File: src/rtl/adc_mov_sum_if.sv
// Sample stream, control and window-sum result bundle for adc_mov_sum.
// The master drives samples and control; the slave returns the window sum.
interface adc_mov_sum_if #(
  parameter int DATA_W = 10,
  parameter int SUM_W  = 32
);
  logic              clr;
  logic              start;
  logic [7:0]        window_size;
  logic              absolute_value;
  logic [DATA_W-1:0] adc_data;
  logic [SUM_W-1:0]  sum_out;
  logic              sum_val;

  modport master (
    output clr, start, window_size, absolute_value, adc_data,
    input  sum_out, sum_val
  );

  modport slave (
    input  clr, start, window_size, absolute_value, adc_data,
    output sum_out, sum_val
  );
endinterface

File: src/rtl/adc_mov_sum.sv
// Moving-window sum of the last N conditioned ADC samples (raw or rectified
// about mid-scale), fed through a capture -> condition -> accumulate pipeline.
module adc_mov_sum #(
  parameter int DATA_W = 10,
  parameter int SUM_W  = 32,
  parameter int DEPTH  = 256
) (
  input logic          ADC_clk,
  input logic          reset_n,
  adc_mov_sum_if.slave bus
);

  localparam int AW    = $clog2(DEPTH);
  localparam int CW    = DATA_W + 1;
  localparam int ACC_W = DATA_W + AW + 1;
  localparam logic [DATA_W-1:0] MID = {1'b1, {(DATA_W-1){1'b0}}};

  typedef enum logic [1:0] {
    IDLE = 2'd0,
    FILL = 2'd1,
    RUN  = 2'd2
  } state_e;

  state_e state_q, state_d;

  logic [DATA_W-1:0] adcRaw_q;
  logic              absRaw_q;
  logic              inVld_q;
  logic [CW-1:0]     cond_q;
  logic              condVld_q;
  logic [ACC_W-1:0]  sum_q, sum_d;
  logic              sumVal_q, sumVal_d;
  logic [7:0]        winN_q, winN_d;
  logic [7:0]        fill_q, fill_d;
  logic [AW-1:0]     wp_q, wp_d;
  logic [CW-1:0]     hist_q [DEPTH];

  logic          loadEn;
  logic          captureEn;
  logic          accEn;
  logic          subEn;
  logic [7:0]    fillInc;
  logic [CW-1:0] condVal;
  logic [AW-1:0] rdAddr;
  logic [AW:0]   wpExt;
  logic [AW:0]   winExt;
  logic [CW-1:0] outgoing;

  assign fillInc = fill_q + 8'd1;

  always_ff @(posedge ADC_clk or negedge reset_n) begin
    if (!reset_n) begin
      state_q <= IDLE;
    end else begin
      state_q <= state_d;
    end
  end

  always_comb begin
    state_d = state_q;
    if (bus.clr) begin
      state_d = IDLE;
    end else begin
      case (state_q)
        IDLE: if (bus.start) state_d = FILL;
        FILL: begin
          if (!bus.start) begin
            state_d = IDLE;
          end else if (accEn && (fillInc == winN_q)) begin
            state_d = RUN;
          end
        end
        RUN:  if (!bus.start) state_d = IDLE;
        default: state_d = IDLE;
      endcase
    end
  end

  // Samples are only accepted while active; leaving IDLE flushes the pipe.
  always_comb begin
    loadEn    = (state_q == IDLE) && bus.start;
    captureEn = (state_q != IDLE) && bus.start;
    accEn     = (state_q != IDLE) && condVld_q;
    subEn     = (state_q == RUN);
  end

  always_comb begin
    condVal = CW'(adcRaw_q);
    if (absRaw_q) begin
      if (adcRaw_q >= MID) begin
        condVal = CW'(adcRaw_q - MID);
      end else begin
        condVal = CW'(MID - adcRaw_q);
      end
    end
  end

  // Outgoing slot is wp-N modulo DEPTH; N < DEPTH keeps it off the write slot.
  always_comb begin
    wpExt  = {1'b0, wp_q};
    winExt = (AW+1)'(winN_q);
    if (wpExt >= winExt) begin
      rdAddr = AW'(wpExt - winExt);
    end else begin
      rdAddr = AW'(wpExt + (AW+1)'(DEPTH) - winExt);
    end
  end

  assign outgoing = hist_q[rdAddr];

  always_comb begin
    sum_d    = sum_q;
    sumVal_d = sumVal_q;
    winN_d   = winN_q;
    fill_d   = fill_q;
    wp_d     = wp_q;
    if (loadEn) begin
      winN_d   = (bus.window_size == 8'd0) ? 8'd1 : bus.window_size;
      sum_d    = '0;
      fill_d   = '0;
      sumVal_d = 1'b0;
    end else if (accEn) begin
      wp_d = (wp_q == AW'(DEPTH - 1)) ? '0 : wp_q + 1'b1;
      if (subEn) begin
        sum_d    = sum_q + ACC_W'(cond_q) - ACC_W'(outgoing);
        sumVal_d = 1'b1;
      end else begin
        sum_d    = sum_q + ACC_W'(cond_q);
        fill_d   = fillInc;
        sumVal_d = (fillInc == winN_q);
      end
    end else if (state_q == IDLE) begin
      sumVal_d = 1'b0;
    end
  end

  always_ff @(posedge ADC_clk or negedge reset_n) begin
    if (!reset_n) begin
      adcRaw_q  <= '0;
      absRaw_q  <= 1'b0;
      inVld_q   <= 1'b0;
      cond_q    <= '0;
      condVld_q <= 1'b0;
      sum_q     <= '0;
      sumVal_q  <= 1'b0;
      winN_q    <= '0;
      fill_q    <= '0;
      wp_q      <= '0;
    end else if (bus.clr) begin
      adcRaw_q  <= '0;
      absRaw_q  <= 1'b0;
      inVld_q   <= 1'b0;
      cond_q    <= '0;
      condVld_q <= 1'b0;
      sum_q     <= '0;
      sumVal_q  <= 1'b0;
      winN_q    <= '0;
      fill_q    <= '0;
      wp_q      <= '0;
    end else begin
      adcRaw_q  <= bus.adc_data;
      absRaw_q  <= bus.absolute_value;
      inVld_q   <= captureEn;
      cond_q    <= condVal;
      condVld_q <= inVld_q && (state_q != IDLE);
      sum_q     <= sum_d;
      sumVal_q  <= sumVal_d;
      winN_q    <= winN_d;
      fill_q    <= fill_d;
      wp_q      <= wp_d;
    end
  end

  always_ff @(posedge ADC_clk) begin
    if (accEn && !bus.clr) begin
      hist_q[wp_q] <= cond_q;
    end
  end

  assign bus.sum_out = SUM_W'(sum_q);
  assign bus.sum_val = sumVal_q;

endmodule

File: src/flat_wrapper.sv
// flat-port wrapper written by rule: the top's interface ports become plain ports
module adc_mov_sum_flat 
#(
  parameter int DATA_W = 10,
  parameter int SUM_W  = 32,
  parameter int DEPTH  = 256
)
  (ADC_clk, reset_n, bus_clr, bus_start, bus_window_size, bus_absolute_value, bus_adc_data, bus_sum_out, bus_sum_val);
  adc_mov_sum_if #(.DATA_W(DATA_W), .SUM_W(SUM_W)) bus_i ();
  input logic ADC_clk;
  input logic reset_n;
  input wire logic [$bits(bus_i.clr)-1:0] bus_clr;
  input wire logic [$bits(bus_i.start)-1:0] bus_start;
  input wire logic [$bits(bus_i.window_size)-1:0] bus_window_size;
  input wire logic [$bits(bus_i.absolute_value)-1:0] bus_absolute_value;
  input wire logic [$bits(bus_i.adc_data)-1:0] bus_adc_data;
  output wire logic [$bits(bus_i.sum_out)-1:0] bus_sum_out;
  output wire logic [$bits(bus_i.sum_val)-1:0] bus_sum_val;
  assign bus_i.clr = bus_clr;
  assign bus_i.start = bus_start;
  assign bus_i.window_size = bus_window_size;
  assign bus_i.absolute_value = bus_absolute_value;
  assign bus_i.adc_data = bus_adc_data;
  assign bus_sum_out = bus_i.sum_out;
  assign bus_sum_val = bus_i.sum_val;
  adc_mov_sum #(.DATA_W(DATA_W), .SUM_W(SUM_W), .DEPTH(DEPTH)) u_core (.ADC_clk(ADC_clk), .reset_n(reset_n), .bus(bus_i));
endmodule
File: config.mk
export PLATFORM = sky130hd
export DESIGN_NAME = adc_mov_sum_flat
export DESIGN_NICKNAME = d
export VERILOG_FILES = /design/src/rtl/adc_mov_sum_if.sv /design/src/rtl/adc_mov_sum.sv /design/src/flat_wrapper.sv
export SDC_FILE = /design/constraint.sdc
export NUM_CORES = 2
export LEC_CHECK = 0
export ABC_AREA = 1
export BUFFER_PORTS_ARGS = -buffer_cell sky130_fd_sc_hd__clkbuf_2
export CORE_ASPECT_RATIO = 0.6
export CORE_MARGIN = 2
export CORE_UTILIZATION = 45
export CTS_CLUSTER_SIZE = 14
export DETAILED_ROUTE_END_ITERATION = 10
export HOLD_SLACK_MARGIN = 0.15
export PLACE_DENSITY_LB_ADDON = 0.2
export SYNTH_ARGS = -nofsm -noshare
export SYNTH_HDL_FRONTEND = slang
export SYNTH_SLANG_ARGS = --single-unit
File: constraint.sdc
create_clock -name ADC_clk -period 6.5 [get_ports ADC_clk]
set_clock_uncertainty 0.15 [all_clocks]
set_input_delay 0.65 -clock ADC_clk [delete_from_list [all_inputs] [get_ports ADC_clk]]
set_output_delay 0.65 -clock ADC_clk [all_outputs]
set_load 0.1 [all_outputs]
Yosys cells after proc, flatten, opt, wreduce, memory -nomap -nowiden
Memories as Yosys holds them, arrays and structs flattened. Index checks and enable logic that the tools add are counted. Widths: inputs -> output; s select.

Bits in registers: 70. Memory bits (writable): 2816. Input port bits: 23. Output and inout bits: 33. Word-level logic and storage cells: 85. Memories kept: 1.

Memory list: u_core.hist_q (depth 256, width 11, rd ports 1, clocked after memory_dff 0, write ports 1, RTL line adc_mov_sum.sv:36) `logic [CW-1:0] hist_q [DEPTH];`.

Add/sub/neg operators: 9. Magnitude comparators: 2. Equality and inequality tests: 9. Muxes and demuxes: 36. Reduce and logical (&&, ||, !) cells: 17.

Operator list (count): $mux 8 (12); $mux 19 (4); $mux 11 (3); $add 8x1->8 const B (3); $add 19x11->19 (1); $sub 19x11->19 (1); $sub 8x8->8 (2); $sub 10x10->11 const A (1); $sub 10x10->11 const B (1); $ge 10x10->1 const B (1); $mux 1 (10); $mux 10 (1); $mux 2 (5); $eq 8x8->1 (1); $eq 8x8->1 const B (1); $ge 8x8->1 (1); $logic_not 8->1 (1); $logic_and 1x1->1 (6); $ne 3x3->1 const B (2); $pmux 2 s3 (1); $reduce_bool 2->1 (3); $ne 4x3->1 const B (1); $reduce_and 2->1 (2); $reduce_bool 4->1 (1); other kinds (8) (8).

Logic depth before layout (Yosys ltp)
An unclocked memory read counts as a cell.

Word-level depth: 9. Mapped depth: 32. Depth with buffers taken out: 29.

Worst setup path before layout
No wires, ideal clock.

Path type: register to register. Start point: register u_core.cond_q[0]. End point: register u_core.sum_q[15]. Library setup time: 127 ps. Data arrival time: 5930 ps. Data required time: 6223 ps. Path slack: 293 ps. Stages on the path, launching flop included: 22. Path buffers: 0. Period minus slack after synthesis: 6207 ps. Path through: dfrtp_1 ha_1 fa_1 nand3_1 nand3_1 nand2_1 nand2_1 inv_1 o21bai_1 xnor2_1 inv_1 ha_1 inv_1 o21ai_0 a31oi_1 nand3_1 nor2_1 inv_1 nor2_1 nand2_1 nor2_1 o22ai_1.

Longest elaborated chain between the ends: 6.

RTL lines: start, declared (RTL line adc_mov_sum.sv:29) `logic [CW-1:0] cond_q;`; start signal, assigned (RTL line adc_mov_sum.sv:164) `cond_q <= condVal;`; $add 19x11->19 (*) (RTL line adc_mov_sum.sv:125, adc_mov_sum.sv:128); $sub 19x11->19 (RTL line adc_mov_sum.sv:125) `sum_d = sum_q + ACC_W'(cond_q) - ACC_W'(outgoing);`; $mux 19 (*) (RTL line adc_mov_sum.sv:124) `if (subEn) begin`; $mux 19 (*) (RTL line adc_mov_sum.sv:122) `end else if (accEn) begin`; $mux 19 (*) (RTL line adc_mov_sum.sv:117) `if (loadEn) begin`; $mux 19 (*) (RTL line adc_mov_sum.sv:149) `end else if (bus.clr) begin`; end signal, assigned (RTL line adc_mov_sum.sv:166) `sum_q <= sum_d;`; end, declared (RTL line adc_mov_sum.sv:31) `logic [ACC_W-1:0] sum_q, sum_d;`.

Every way passes the cells marked *; elsewhere a longest branch is shown, timed or not. The select of a mux whose other input is x is not followed. A chain may end at the register's enable or synchronous reset.

Final worst setup path
Start point: register u_core.wp_q[0]. End point: register u_core.sum_q[15].

Longest elaborated chain between the ends: 9. Elaborated cells on any way between the ends: 11. Classes of those cells: add/sub: 4; order compare: 1; mux: 5; memory: 1.

RTL lines: start, declared (RTL line adc_mov_sum.sv:35) `logic [AW-1:0] wp_q, wp_d;`; start signal, assigned (RTL line adc_mov_sum.sv:170) `wp_q <= wp_d;`; $add 8x1->8 (RTL line adc_mov_sum.sv:105) `rdAddr = AW'(wpExt + (AW+1)'(DEPTH) - winExt);`; $sub 8x8->8 (RTL line adc_mov_sum.sv:105); $mux 8 (*) (RTL line adc_mov_sum.sv:102) `if (wpExt >= winExt) begin`; $mem_v2 256x11 (*); $sub 19x11->19 (*) (RTL line adc_mov_sum.sv:125); $mux 19 (*) (RTL line adc_mov_sum.sv:124); $mux 19 (*) (RTL line adc_mov_sum.sv:122); $mux 19 (*) (RTL line adc_mov_sum.sv:117); $mux 19 (*) (RTL line adc_mov_sum.sv:149).

Marked as above.

==> results.json <==
{
  "outcome": "complete, no violations",
  "cp_top_family": "simple AND/OR/NAND/NOR gates",
  "hold_path.class": "primary input to flip-flop",
  "reg2reg_slack_ns": 0.20,
  "netlist_area_um2": 118000,
  "antenna_found_initial": 8,
  "multi_input_area_um2": 28300,
  "layout_common_cells": "edfxtp_1 (2816), nand2_1 (1840), nor2_1 (1513)",
  "max_stage_delay_ns": 0.79,
  "fillers": 22500,
  "cp_slowest_cell": "fa_4",
  "ys_seq_area_frac": 0.730,
  "worstPathRequired_ns": 7.08,
  "ioPinCount": 56,
  "cts_buffers": 269,
  "p_sw_uw": 11500,
  "viasPerCell": 5.94,
  "synth_async_sr_flop_share": 0.0243,
  "timing.final.crit_period_ns": 6.30,
  "grt_overflow_total": 0,
  "cell_internal_pwr_uw": 30200,
  "drc": 0,
  "cts-root-buf": "clkbuf_16",
  "synth-warning-count": 0,
  "fin_cells": 13600,
  "ir_drop_mv": 0.263,
  "placement.io_buffers": 42,
  "firstDrtPassIters": 9,
  "grt_max_degree": 181,
  "register_area_um2": 86400,
  "grt_pass1_vias": 75200,
  "p_total_uw": 41700,
  "worst-path-buf-inv": 8,
  "postLayoutSetupSlackWorst_ns": 0.198,
  "critPathKind": "flip-flop to flip-flop",
  "vias": 80700,
  "crit_arrival_ns": 6.89,
  "rsz0062_at_grt": "false",
  "startpoint_type": "flip-flop",
  "swShare": 0.276,
  "synth_ff_type": "edfxtp_1",
  "comb_power_share": 0.145,
  "min_period_over_period": 0.970,
  "synth.avg_cell_area_um2": 11.9,
  "die_y_um": 401,
  "final_hold_viol_count": 0,
  "worst_pin_slew_ns": 1.44,
  "nets": 10000,
  "place_ws_ns": 0.253,
  "fmax_ghz": 0.159,
  "cp-end-kind": "flip-flop",
  "routedWlPerCell_um": 26.5,
  "slew_headroom": 0.0362,
  "clock_path_buffers": 4,
  "utilization": 0.503,
  "grt_pass1_wl_um": 524000,
  "dieArea_um2": 267000,
  "ant_nets": 0,
  "power_frac_clock": 0.362,
  "synth_cells": 9957,
  "crit_path_frequent_cell": "nand3_1",
  "clock-sinks": 2886,
  "dp_hpwl_um": 215000,
  "cts_tree": "done",
  "setup-violations-final": 0,
  "grtUsageTotal": 0.263,
  "cts_max_level": 5,
  "powerDensity_nw_per_um2": 318,
  "leakagePower_uw": 0.0435,
  "synth-edff-count": 2816,
  "drive_above_1_share": 0.0698,
  "drt_wl_total_um": 360000,
  "path_clk_slew_ns": 0.06,
  "seqPwrFrac": 0.493,
  "synthToLayoutAreaGrowth_pct": 10.9,
  "maxSlewViolCount": 0,
  "core_um2": 261000,
  "tns_ns": 0,
  "ys_types": 45,
  "final_common_cell": "edfxtp_1",
  "first_iter_violations": 12300,
  "num_rows": 145,
  "yosys_register_bits": 2886,
  "gp_congestion": 0.912,
  "max-cap-violations": 0,
  "dp.cells": 13100,
  "worstPathMaxFanout": 40,
  "die_x_um": 666,
  "start_util": 0.454,
  "clkLatencyLatePin_ns": 0.88
}
==> cells by family (layout without fill, tap and decap cells) <==
logic type,after synthesis,after routing,share of synthesized area
compound gates,1788,1788,0.0803
simple gates,4394,4394,0.151
other cells,1,16,0.0000317
buf+inv,819,972,0.0322
xor+xnor,28,28,0.00214
fa+ha+maj,41,41,0.00453
flops,2886,2886,0.730
==> power by group through the flow <==
stage	logic, uW	registers (uW)	clock network (uW)
3_5_place_dp	5860	20900	0
5_1_grt	6450	20500	15900
6_report	6050	20500	15100
2_1_floorplan	3150	21100	0
3_3_place_gp	5830	20900	0
4_1_cts	5890	20500	15200
==> sequential cells by signal (all words and copies together) (netlist names) <==
| register | cells |
|---|---|
| u_core.state_q | 2 |
| u_core.wp_q | 8 |
| u_core.inVld_q | 1 |
| u_core.bus.sum_val | 1 |
| u_core.adcRaw_q | 10 |
| u_core.absRaw_q | 1 |
| u_core.sum_q | 19 |
| u_core.cond_q | 11 |
| u_core.hist_q | 2816 |
| u_core.condVld_q | 1 |
| u_core.winN_q | 8 |
| u_core.fill_q | 8 |
==> synth_stat cells (9+ instances only) <==
cell type | n | share of area
buf_4 | 65 | 0.0041
edfxtp_1 | 2816 | 0.72
clkbuf_2 | 9 | 0.00038
nand2_1 | 1842 | 0.058
buf_2 | 276 | 0.012
nor3_1 | 16 | 0.00068
buf_6 | 14 | 0.0013
inv_1 | 137 | 0.0043
o21ai_0 | 1094 | 0.046
xor2_1 | 16 | 0.0012
o22ai_1 | 373 | 0.020
ha_1 | 38 | 0.0040
xnor2_1 | 11 | 0.00081
nand4_1 | 24 | 0.0013
buf_1 | 40 | 0.0013
dfrtp_1 | 70 | 0.015
clkbuf_1 | 266 | 0.0084
a21oi_1 | 138 | 0.0058
nand3_1 | 989 | 0.042
o21ai_1 | 154 | 0.0065
nor2_1 | 1515 | 0.048
==> repair_timing <==
| action | CTS | global route |
|---|---|---|
| gates resized for setup | 0 | 9 |
| hold buffers | 21 | 0 |
| buffers inserted | 0 | 0 |
| endpoints found under the setup margin | 0 | 9 |
| hold endpoints to repair | 91 | 0 |
==> per-stage QoR <==
stage,hold WS (ns),area (um2)
after detailed placement,0.316,123000
final,0.254,131000
after CTS,0.202,131000
after floorplan,0.204,118000
after global routing,0.257,131000
after global placement,0.308,123000
==> worst reg2reg max path, delay by kind of cell (launching register included) <==
kind	cells	cell delay, ns
flip-flops	1	0.42
adder cells (fa/ha/maj)	3	1.38
AND/OR/NAND/NOR	15	2.38
AO/OA/AOI/OAI	3	0.25
buffers and inverters	8	1.60
==> path summary, 6_finish.rpt <==
kind                                startpoint                end  cells after the start
max in group asynchronous              reset_n   u_core.cond_q[7]                      2
worst max-delay path            u_core.wp_q[0]   u_core.sum_q[15]                     29
worst max register to register  u_core.wp_q[0]   u_core.sum_q[15]                     29
min in group asynchronous              reset_n  u_core.cond_q[10]                      2
worst min-delay path                   bus_clr   u_core.cond_q[9]                      2
worst min register to register  u_core.inVld_q   u_core.condVld_q                      2
==> final cells by class <==
type,instances,share of cell area
tap,3454,0.0330
antenna,2,0.0000382
clock buffer,375,0.0565
clock inverter,78,0.00412
inverter,147,0.00450
multi-input combinational,6265,0.216
sequential,2886,0.659
timing repair buffer,372,0.0272
==> layer usage <==
| metal | global-route usage | vias up | wire, um |
|---|---|---|---|
| li1 | - | 35500 | - |
| met1 | 0.411 | 40200 | 160000 |
| met2 | 0.365 | 4440 | 149000 |
| met3 | 0.0647 | 529 | 41000 |
| met4 | 0.0677 | 4 | 9550 |
| met5 | 0 | - | 26 |
No activity file was read; power rests on OpenSTA's default activity.
